--- config.mk ---
export PLATFORM = sky130hd
export DESIGN_NAME = key_debounce_bank_flat
export DESIGN_NICKNAME = d
export VERILOG_FILES = /design/src/rtl/key_debounce_bank_pkg.sv /design/src/rtl/key_debounce_bank_if.sv /design/src/rtl/key_debounce_bank_one.sv /design/src/rtl/key_debounce_bank.sv /design/src/flat_wrapper.sv
export SDC_FILE = /design/constraint.sdc
export NUM_CORES = 1
export LEC_CHECK = 0
export ABC_CLOCK_PERIOD_IN_PS = 2900
export CORE_MARGIN = 2
export CORE_UTILIZATION = 30
export CTS_BUF_LIST = sky130_fd_sc_hd__clkbuf_2
export CTS_CLUSTER_SIZE = 20
export DETAILED_ROUTE_END_ITERATION = 10
export PLACE_DENSITY = 0.54
export SLEW_MARGIN = 20
export SYNTH_ARGS = -nofsm -noshare
export SYNTH_HDL_FRONTEND = slang
export SYNTH_SLANG_ARGS = --single-unit
--- constraint.sdc ---
create_clock -name clk_50M -period 2.9 [get_ports clk_50M]
set_input_delay 0.435 -clock clk_50M [delete_from_list [all_inputs] [get_ports clk_50M]]
set_output_delay 0.435 -clock clk_50M [all_outputs]
set_load 0.02 [all_outputs]
--- src/rtl/key_debounce_bank_pkg.sv ---
// Shared types and width helpers for the key debounce bank.
package key_pkg;

  // Per-key auto-repeat sequencing.
  typedef enum logic [1:0] {
    IDLE      = 2'd0,
    WAIT_HOLD = 2'd1,
    REPEAT    = 2'd2
  } rpt_state_t;

  // Bits needed for a counter that runs 0 .. max_count-1 (never narrower than 1).
  function automatic int unsigned cnt_width(input int unsigned max_count);
    int unsigned w;
    if (max_count <= 2) begin
      w = 1;
    end else begin
      w = $clog2(max_count);
    end
    return w;
  endfunction

  // Larger of two counts, used to size the shared hold/repeat counter.
  function automatic int unsigned max_count(input int unsigned a, input int unsigned b);
    return (a > b) ? a : b;
  endfunction

endpackage

--- src/rtl/key_debounce_bank_if.sv ---
// Key bank signal bundle: raw keys and pulse enable in, debounced levels and
// one-cycle pulses out. The slave side is the debounce bank itself.
interface key_debounce_bank_if #(
  parameter int unsigned NUM_KEYS = 6
);

  logic                en;
  logic [NUM_KEYS-1:0] key_n;
  logic [NUM_KEYS-1:0] key_level;
  logic [NUM_KEYS-1:0] key_press;
  logic [NUM_KEYS-1:0] key_release;
  logic [NUM_KEYS-1:0] key_repeat;
  logic                any_press;

  modport master (
    output en,
    output key_n,
    input  key_level,
    input  key_press,
    input  key_release,
    input  key_repeat,
    input  any_press
  );

  modport slave (
    input  en,
    input  key_n,
    output key_level,
    output key_press,
    output key_release,
    output key_repeat,
    output any_press
  );

endinterface

--- src/rtl/key_debounce_bank_one.sv ---
// One key: two-flop synchroniser, stability-count debounce, registered
// press/release pulses and a hold-to-repeat sequencer.
module key_debounce_one
  import key_pkg::*;
#(
  parameter int unsigned DB_CYCLES     = 1_000_000,
  parameter int unsigned HOLD_CYCLES   = 50_000_000,
  parameter int unsigned REPEAT_CYCLES = 10_000_000,
  parameter bit          REPEAT_EN     = 1'b0
) (
  input  logic clk,
  input  logic rst,
  input  logic en,
  input  logic key_n,
  output logic key_level,
  output logic key_press,
  output logic key_release,
  output logic key_repeat,
  output logic press_set
);

  localparam int unsigned DB_W = cnt_width(DB_CYCLES);
  localparam int unsigned HW   = cnt_width(max_count(HOLD_CYCLES, REPEAT_CYCLES));

  localparam logic [DB_W-1:0] DB_LAST   = DB_W'(DB_CYCLES - 1);
  localparam logic [HW-1:0]   HOLD_LAST = HW'(HOLD_CYCLES - 1);
  localparam logic [HW-1:0]   RPT_LAST  = HW'(REPEAT_CYCLES - 1);

  logic [1:0]      sync_q;
  logic            sync2;
  logic [DB_W-1:0] db_cnt;
  logic            mismatch;
  logic            accept;
  logic            press_evt;
  logic            release_evt;
  logic            release_set;
  logic            repeat_set;

  rpt_state_t      state_q, state_d;
  logic [HW-1:0]   hold_cnt_q, hold_cnt_d;

  // Two-flop synchroniser for the asynchronous raw key; resets to released.
  always_ff @(posedge clk) begin
    if (rst) begin
      sync_q <= '1;
    end else begin
      sync_q <= {sync_q[0], key_n};
    end
  end

  assign sync2 = ~sync_q[1];

  assign mismatch    = (sync2 != key_level);
  assign accept      = mismatch && (db_cnt == DB_LAST);
  assign press_evt   = accept && !key_level;
  assign release_evt = accept && key_level;
  assign press_set   = press_evt && en;
  assign release_set = release_evt && en;

  // Debounce: count consecutive mismatching samples; flip the level on the
  // DB_CYCLES-th one, clear on any agreement.
  always_ff @(posedge clk) begin
    if (rst) begin
      db_cnt    <= '0;
      key_level <= 1'b0;
    end else if (!mismatch) begin
      db_cnt    <= '0;
    end else if (accept) begin
      db_cnt    <= '0;
      key_level <= ~key_level;
    end else begin
      db_cnt    <= db_cnt + 1'b1;
    end
  end

  // Repeat sequencer state and hold/repeat interval counter.
  always_ff @(posedge clk) begin
    if (rst) begin
      state_q    <= IDLE;
      hold_cnt_q <= '0;
    end else begin
      state_q    <= state_d;
      hold_cnt_q <= hold_cnt_d;
    end
  end

  // Repeat next-state: en low or an accepted release abort to IDLE before
  // any interval check, so no repeat can share a cycle with a release.
  always_comb begin
    state_d    = state_q;
    hold_cnt_d = hold_cnt_q;
    repeat_set = 1'b0;
    if (!en || release_evt) begin
      state_d    = IDLE;
      hold_cnt_d = '0;
    end else begin
      case (state_q)
        IDLE: begin
          hold_cnt_d = '0;
          if (press_evt && REPEAT_EN) begin
            state_d = WAIT_HOLD;
          end
        end
        WAIT_HOLD: begin
          if (hold_cnt_q == HOLD_LAST) begin
            repeat_set = 1'b1;
            state_d    = REPEAT;
            hold_cnt_d = '0;
          end else begin
            hold_cnt_d = hold_cnt_q + 1'b1;
          end
        end
        REPEAT: begin
          if (hold_cnt_q == RPT_LAST) begin
            repeat_set = 1'b1;
            hold_cnt_d = '0;
          end else begin
            hold_cnt_d = hold_cnt_q + 1'b1;
          end
        end
        default: begin
          state_d    = IDLE;
          hold_cnt_d = '0;
        end
      endcase
    end
  end

  // Registered one-cycle output pulses.
  always_ff @(posedge clk) begin
    if (rst) begin
      key_press   <= 1'b0;
      key_release <= 1'b0;
      key_repeat  <= 1'b0;
    end else begin
      key_press   <= press_set;
      key_release <= release_set;
      key_repeat  <= repeat_set;
    end
  end

endmodule

--- src/rtl/key_debounce_bank.sv ---
// Bank of independent debounced keys feeding the stopwatch/timer. Each key
// is conditioned by key_debounce_one; any_press flags a press on any key.
module key_debounce_bank
  import key_pkg::*;
#(
  parameter int unsigned          NUM_KEYS      = 6,
  parameter int unsigned          DB_CYCLES     = 1_000_000,
  parameter int unsigned          HOLD_CYCLES   = 50_000_000,
  parameter int unsigned          REPEAT_CYCLES = 10_000_000,
  parameter logic [NUM_KEYS-1:0]  REPEAT_EN     = '0
) (
  input  logic              clk_50M,
  input  logic              rst,
  key_debounce_bank_if.slave bus
);

  logic [NUM_KEYS-1:0] level_vec;
  logic [NUM_KEYS-1:0] press_vec;
  logic [NUM_KEYS-1:0] release_vec;
  logic [NUM_KEYS-1:0] repeat_vec;
  logic [NUM_KEYS-1:0] press_set_vec;
  logic                any_press_q;

  for (genvar i = 0; i < NUM_KEYS; i++) begin : g_key
    key_debounce_one #(
      .DB_CYCLES     (DB_CYCLES),
      .HOLD_CYCLES   (HOLD_CYCLES),
      .REPEAT_CYCLES (REPEAT_CYCLES),
      .REPEAT_EN     (REPEAT_EN[i])
    ) u_key (
      .clk         (clk_50M),
      .rst         (rst),
      .en          (bus.en),
      .key_n       (bus.key_n[i]),
      .key_level   (level_vec[i]),
      .key_press   (press_vec[i]),
      .key_release (release_vec[i]),
      .key_repeat  (repeat_vec[i]),
      .press_set   (press_set_vec[i])
    );
  end

  // any_press registers the OR of the per-key press conditions on the same
  // edge that registers key_press, so the two stay cycle-aligned.
  always_ff @(posedge clk_50M) begin
    if (rst) begin
      any_press_q <= 1'b0;
    end else begin
      any_press_q <= |press_set_vec;
    end
  end

  assign bus.key_level   = level_vec;
  assign bus.key_press   = press_vec;
  assign bus.key_release = release_vec;
  assign bus.key_repeat  = repeat_vec;
  assign bus.any_press   = any_press_q;

endmodule

--- src/flat_wrapper.sv ---
// flat-port wrapper written by rule: the top's interface ports become plain ports
module key_debounce_bank_flat import key_pkg::*;
#(
  parameter int unsigned          NUM_KEYS      = 6,
  parameter int unsigned          DB_CYCLES     = 1_000_000,
  parameter int unsigned          HOLD_CYCLES   = 50_000_000,
  parameter int unsigned          REPEAT_CYCLES = 10_000_000,
  parameter logic [NUM_KEYS-1:0]  REPEAT_EN     = '0
)
  (clk_50M, rst, bus_en, bus_key_n, bus_key_level, bus_key_press, bus_key_release, bus_key_repeat, bus_any_press);
  key_debounce_bank_if #(.NUM_KEYS(NUM_KEYS)) bus_i ();
  input  logic clk_50M;
  input  logic rst;
  input wire logic [$bits(bus_i.en)-1:0] bus_en;
  input wire logic [$bits(bus_i.key_n)-1:0] bus_key_n;
  output wire logic [$bits(bus_i.key_level)-1:0] bus_key_level;
  output wire logic [$bits(bus_i.key_press)-1:0] bus_key_press;
  output wire logic [$bits(bus_i.key_release)-1:0] bus_key_release;
  output wire logic [$bits(bus_i.key_repeat)-1:0] bus_key_repeat;
  output wire logic [$bits(bus_i.any_press)-1:0] bus_any_press;
  assign bus_i.en = bus_en;
  assign bus_i.key_n = bus_key_n;
  assign bus_key_level = bus_i.key_level;
  assign bus_key_press = bus_i.key_press;
  assign bus_key_release = bus_i.key_release;
  assign bus_key_repeat = bus_i.key_repeat;
  assign bus_any_press = bus_i.any_press;
  key_debounce_bank #(.NUM_KEYS(NUM_KEYS), .DB_CYCLES(DB_CYCLES), .HOLD_CYCLES(HOLD_CYCLES), .REPEAT_CYCLES(REPEAT_CYCLES), .REPEAT_EN(REPEAT_EN)) u_core (.clk_50M(clk_50M), .rst(rst), .bus(bus_i));
endmodule
Word level (Yosys, flattened, before mapping):

Index checks and enable logic that the tools add are counted.

* flip-flop bits (word level): 325
* input port bits: 9
* output and inout port bits: 25

* add/sub/neg operators: 12
* eq/ne operators: 42
* muxes and demuxes: 48
* bitwise gates (word level): 24
* reduce and logical (&&, ||, !) cells: 80

Operators by type and width (count)
* 26-bit two-way mux: 12
* 26-bit case mux with 2 select lines: 6
* 26-bit by 1-bit adder with 26-bit output (second input constant): 6
* 26-bit by 24-bit equality test with 1-bit output (second input constant): 6
* 26-bit equality test (second input constant): 6
* 20-bit by 1-bit adder with 20-bit output (second input constant): 6
* 20-bit equality test (second input constant): 6
* 1-bit logical AND: 30
* 1-bit inverter: 24
* 2-bit case mux with 2 select lines: 6
* 2-bit AND reduction: 12
* 2-bit OR reduction: 12
* 3-bit OR reduction: 6
* 2-bit by 1-bit equality test with 1-bit output (second input constant): 6
* 2-bit equality test (second input constant): 6
* 2-bit zero test: 6
* 1-bit two-way mux: 12
* 2-bit two-way mux: 6
* 2-bit != test (second input constant): 6
* 1-bit case mux with 2 select lines: 6
* 1-bit zero test: 7
* 1-bit logical OR: 6
* 1-bit != test: 6
* 6-bit OR reduction: 1

Logic depth before layout (Yosys ltp):

* depth in word-level cells: 6
* mapped depth: 8
* gate-level depth less buffers: 6

Modules after synthesis:

A second synthesis with hierarchy kept.

* cells, all modules: 755
* area, all modules: 6816.5 um2

By module, submodules not included
* key_debounce_one at u_core.g_key[0].u_key ...: instances 5, cells an instance 126, area an instance 1137.3 um2, seq. area each 500.5 um2
* key_debounce_one at u_core.g_key[5].u_key: instances 1, cells an instance 121, area an instance 1094.8 um2, seq. area each 500.5 um2
* key_debounce_bank: instances 1, cells an instance 4, area an instance 35.0 um2, seq. area each 20.0 um2

Least setup slack after synthesis:

OpenSTA, ideal clock, no wires.

* path kind: register to register
* from: register u_core.g_key[4].u_key.db_cnt[12]
* to: register u_core.g_key[4].u_key.db_cnt[10]
* library setup time: 0.115 ns
* data arrival time: 1.980 ns
* required time: 2.785 ns
* slack: 0.805 ns
* cell stages (with the launch flop): 8
* path through: dfxtp_1 > or4b_1 > or4_4 > or2_1 > buf_6 > nand2_4 > buf_8 > nor2_1

* cells in the longest elaborated chain, start to end: 3

Ends and longest elaborated chain
* start: declaration: RTL line key_debounce_bank_one.sv:31 `logic [DB_W-1:0] db_cnt;`
* start signal: assignment: RTL line key_debounce_bank_one.sv:72 `db_cnt <= db_cnt + 1'b1;`
* 20-bit equality test: RTL line key_debounce_bank_one.sv:54 `assign accept = mismatch && (db_cnt == DB_LAST);`
* 1-bit logical AND: RTL line key_debounce_bank_one.sv:54
* 3-bit OR reduction (no source line)

Every way passes these cells.
A chain may end at the register's enable or synchronous reset.

Worst setup path in the final report:

* from: register u_core.g_key[2].u_key.key_level
* to: output port bus_key_level[2]

RTL lines
* start: declaration: RTL line key_debounce_bank_one.sv:15 `output logic key_level,`
* start signal: assignment: RTL line key_debounce_bank_one.sv:70 `key_level <= ~key_level;`
* end: declaration: RTL line flat_wrapper.sv:16 `output wire logic [$bits(bus_i.key_level)-1:0] bus_key_level;`

No word-level cell between the ends.

==> results.txt <==
The post-synthesis instance total is 725. Across every metal layer, demand over resource in global routing totals 0.1122. The area growth from synthesis to layout is 11.23%. Counting along the longest clock path gives a buffer depth of 2. The die is 150.1 um wide. In this run the worst path has a maximum fanout of 6. The CTS buffer count is 17. The die covers 22540 um2. The first-pass GRT wire length came out at 20.31 mm. The reg-to-reg endpoint is u_core.g_key[0].u_key.db_cnt[6]$_SDFF_PP0_. The initial antenna violation count is 0. The dominant delay contributor by cell family on the critical path is buffers and inverters. For the worst flop-to-flop path, the logic depth is 6.

The initial standard-cell utilization of the core is 0.3047. The final core utilization is 0.3390. The global placement routability congestion came out at approximately 0.75. The initial detailed-routing violation count is around 210.

The first-pass iteration count of the detailed router came out at 4. The routed wire length per instance came out at around 12 um. The peak supply drop is 0.2780 mV. During I/O placement, the number of pins put on the boundary was 34. After clock tree synthesis, the repair step resized 0 gates. Counting both buffers and inverters, the worst setup path holds a total of 1. Across all hold checks on the routed design, the worst slack comes to roughly 300 ps.

After layout, the design draws a total of 3.595 mW. The critical setup path kind is reg -> out. The total number of clock tree sinks is 151. The residual overflow from global routing is 0. In this run the critical register-to-register path is launched from u_core.g_key[0].u_key.db_cnt[0]$_SDFF_PP0_. The clock period minus worst slack is about 2300 ps. The data arrival time at the worst-slack endpoint came out at 1850 ps. The proportion of synthesized flip-flops having asynchronous set or reset is 0. The number of rows created at floorplan came out at 53. The flop-to-flop setup slack came out at 620 ps. Data on the critical path is required at its endpoint by 2470 ps.

The area share of the largest cell type after synthesis is 0.4719. The number of warnings reported in the yosys synthesis log is 0. The ratio of total power to cell area is 504.5 nW/um2.

The count of input and output buffers is 27. Setup repair after global routing left no endpoint under its margin. The capture point of the critical path is bus_key_level[2]. For this run, design rule violations remaining after detail routing come to 0. The number of inserted diodes is 0. The clock transition time at the flip-flop clock pins of the worst setup and hold paths came out at 230 ps.

The number of pins exceeding their max-slew limit in the final report is 0. The path class of the tightest hold or removal check is in -> reg. The number of endpoints with negative hold slack in the final report came out at 0. The max-capacitance violation count is 0. The routed design has 11.96 mm of wire. The post-synthesis sequential area ratio came out at 0.4719.

The number of enable flip-flop cells after synthesis is 0. For this design the static power due to leakage is about 2.1 nW. Among all flip-flop cells after synthesis, the most frequent one is dfxtp_1. The most critical setup path has its startpoint at u_core.g_key[2].u_key.key_level$_SDFFE_PP0P_.

The transition time at the pin with the least slew margin is 735.7 ps. The clock tree root driver cell is clkbuf_2. The post-detailed-route via-to-cell ratio is 4.391.

The cell with the largest stage delay on the worst path is clkdlybuf4s50_1. The library cell used most frequently in the layout, excluding fill and tap cells, is nor2_1. The number of global-route vias before repair is 4210. The post-placement cell area came out at 6814 um2. The average cell area after synthesis is 8.836 um2. The pin count of the biggest net entering global routing is 21. The total of hold buffers inserted after clock tree synthesis is 0. The biggest cell delay along the critical path came out at ~670 ps.

The library cells used most frequently in the layout, excluding fill and tap cells, are 157 x nor2_1, 151 x dfxtp_1, 70 x xnor2_1. The number of nets still failing antenna checks after routing came out at 0. For the final routed database, the setup TNS stands at 0 ps. The clock reaches the later pin of the worst-skew pair after 690 ps. Detailed placement ended at an HPWL of around 8.3 mm.

The total number of vias came out at 4523. For this run, the post-layout net count is 757. Ranked by total cell area, the synthesized netlist is headed by dfxtp_1 47%, xnor2_1 9.6%, nor2_1 9.2%, xor2_1 6.0%, nand3_1 3.0%. The synthesized netlist occupies a cell area of between 6000 and 7000 um2.

The post-route clock period utilization came out at 0.7876. The number of synthesized register bits came out at 151. Measured against its own limit, the worst slew margin works out to 0.5095. The finished layout cell area came out at roughly 7100 um2. The overall die height is around 150 um. The worst setup path is captured at an output pin. The flow ran to the end, and the final reports show no timing, DRC or antenna violations. Setup violations remaining at the end of the flow were counted as 0. The floorplan step defined a core boundary enclosing approximately 21000 um2. Static timing analysis puts the maximum clock frequency at ~0.44 GHz.

After clock tree synthesis, the setup repair step added 0 buffers. The number of different library cells used by synthesis comes to 40. In the final layout, the share of cells above drive strength 1 is 0.07417. STA classifies the critical path startpoint as a flip-flop. The final worst clock skew is 25.70 ps. The maximum level of the CTS H-tree came out at 4. TritonCTS built the clock tree. Traced cell by cell, the critical path runs through clkdlybuf4s50_1. In this run the number of cells on the critical path is 1.

Of all cell types, the one taking the most synthesized area is dfxtp_1.
## flip-flops by register name, indices dropped and copies added (netlist names)
name / flops
u_core.g_key.u_key.key_press: 6
u_core.g_key.u_key.db_cnt: 120
u_core.g_key.u_key.sync_q: 12
u_core.g_key.u_key.key_level: 6
u_core.bus.any_press: 1
u_core.g_key.u_key.key_release: 6
## Yosys cell counts (all sizes together) (11+ instances only)
cell type and count:
and3 11, and4 14, buf 29, dfxtp 151
inv 20, nand2 48, nand3 38, nand4 23
nor2 157, nor3 31, nor4 17, or2 15
xnor2 70, xor2 44
## cells by family (layout without fill, tap and decap cells)
kind of cell / after synthesis / after routing / share of synthesized area
and+or+nand+nor: 388 / 388 / 0.3016
DFF: 151 / 151 / 0.4719
xor gates and xnor gates: 114 / 114 / 0.1559
buffers and inverters: 58 / 83 / 0.05156
AOI/OAI and AO/OA: 7 / 7 / 0.006836
adders and majority gates: 6 / 6 / 0.01172
other: 1 / 6 / 0.0005854
## per-layer routing
metal / up-vias / global-route usage / share of wire
met1: 2050 / 0.1504 / 0.53
met4: 0 / 0.02830 / 0.0059
met5: - / 0 / 0
li1: 2426 / - / -
met2: 41 / 0.1760 / 0.44
met3: 6 / 0.03485 / 0.027
## layout make-up
class | count | area [um2]
clock buffers | 18 | 90.09
clock inverters | 14 | 221.5
fillers | 2205 | 13900
inverters | 20 | 75.07
multi-input cells | 521 | 3072
flip-flops and latches | 151 | 3023
well taps | 275 | 344.1
repair buffers | 31 | 300.3
## report_power, final
group | switching (mW) | total [mW] | internal, mW | leakage [nW]
logic | 0.0359 | 0.0574 | 0.0215 | 0.730
registers | 0.00724 | 2.10 | 2.09 | 1.22
clock network | 0.776 | 1.44 | 0.665 | 0.172
## how the worst min path moves through the flow
stage / startpoint / end / slack [ps] / cells after the start
5_1_grt: bus_key_n[0] / u_core.g_key[0].u_key.sync_q[0]$_SDFF_PP1_ / 170 / 2
6_report: bus_key_n[5] / u_core.g_key[5].u_key.sync_q[0]$_SDFF_PP1_ / 300 / 2
3_5_place_dp: u_core.g_key[2].u_key.sync_q[0]$_SDFF_PP1_ / u_core.g_key[2].u_key.sync_q[1]$_SDFF_PP1_ / 390 / 1
4_1_cts: bus_key_n[5] / u_core.g_key[5].u_key.sync_q[0]$_SDFF_PP1_ / 220 / 2
2_1_floorplan: u_core.g_key[0].u_key.sync_q[0]$_SDFF_PP1_ / u_core.g_key[0].u_key.sync_q[1]$_SDFF_PP1_ / 390 / 1
3_3_place_gp: u_core.g_key[3].u_key.sync_q[0]$_SDFF_PP1_ / u_core.g_key[3].u_key.sync_q[1]$_SDFF_PP1_ / 390 / 1
## through the flow
stage / cells / setup WS, ps
floorplan: 730 / 804.7
global placement: 998 / 666.4
detailed placement: 998 / 642.5
CTS: 1030 / 512.8
global route: 1030 / 382.7
finish: 1030 / 616.0
No activity file was read; power rests on OpenSTA's default activity.
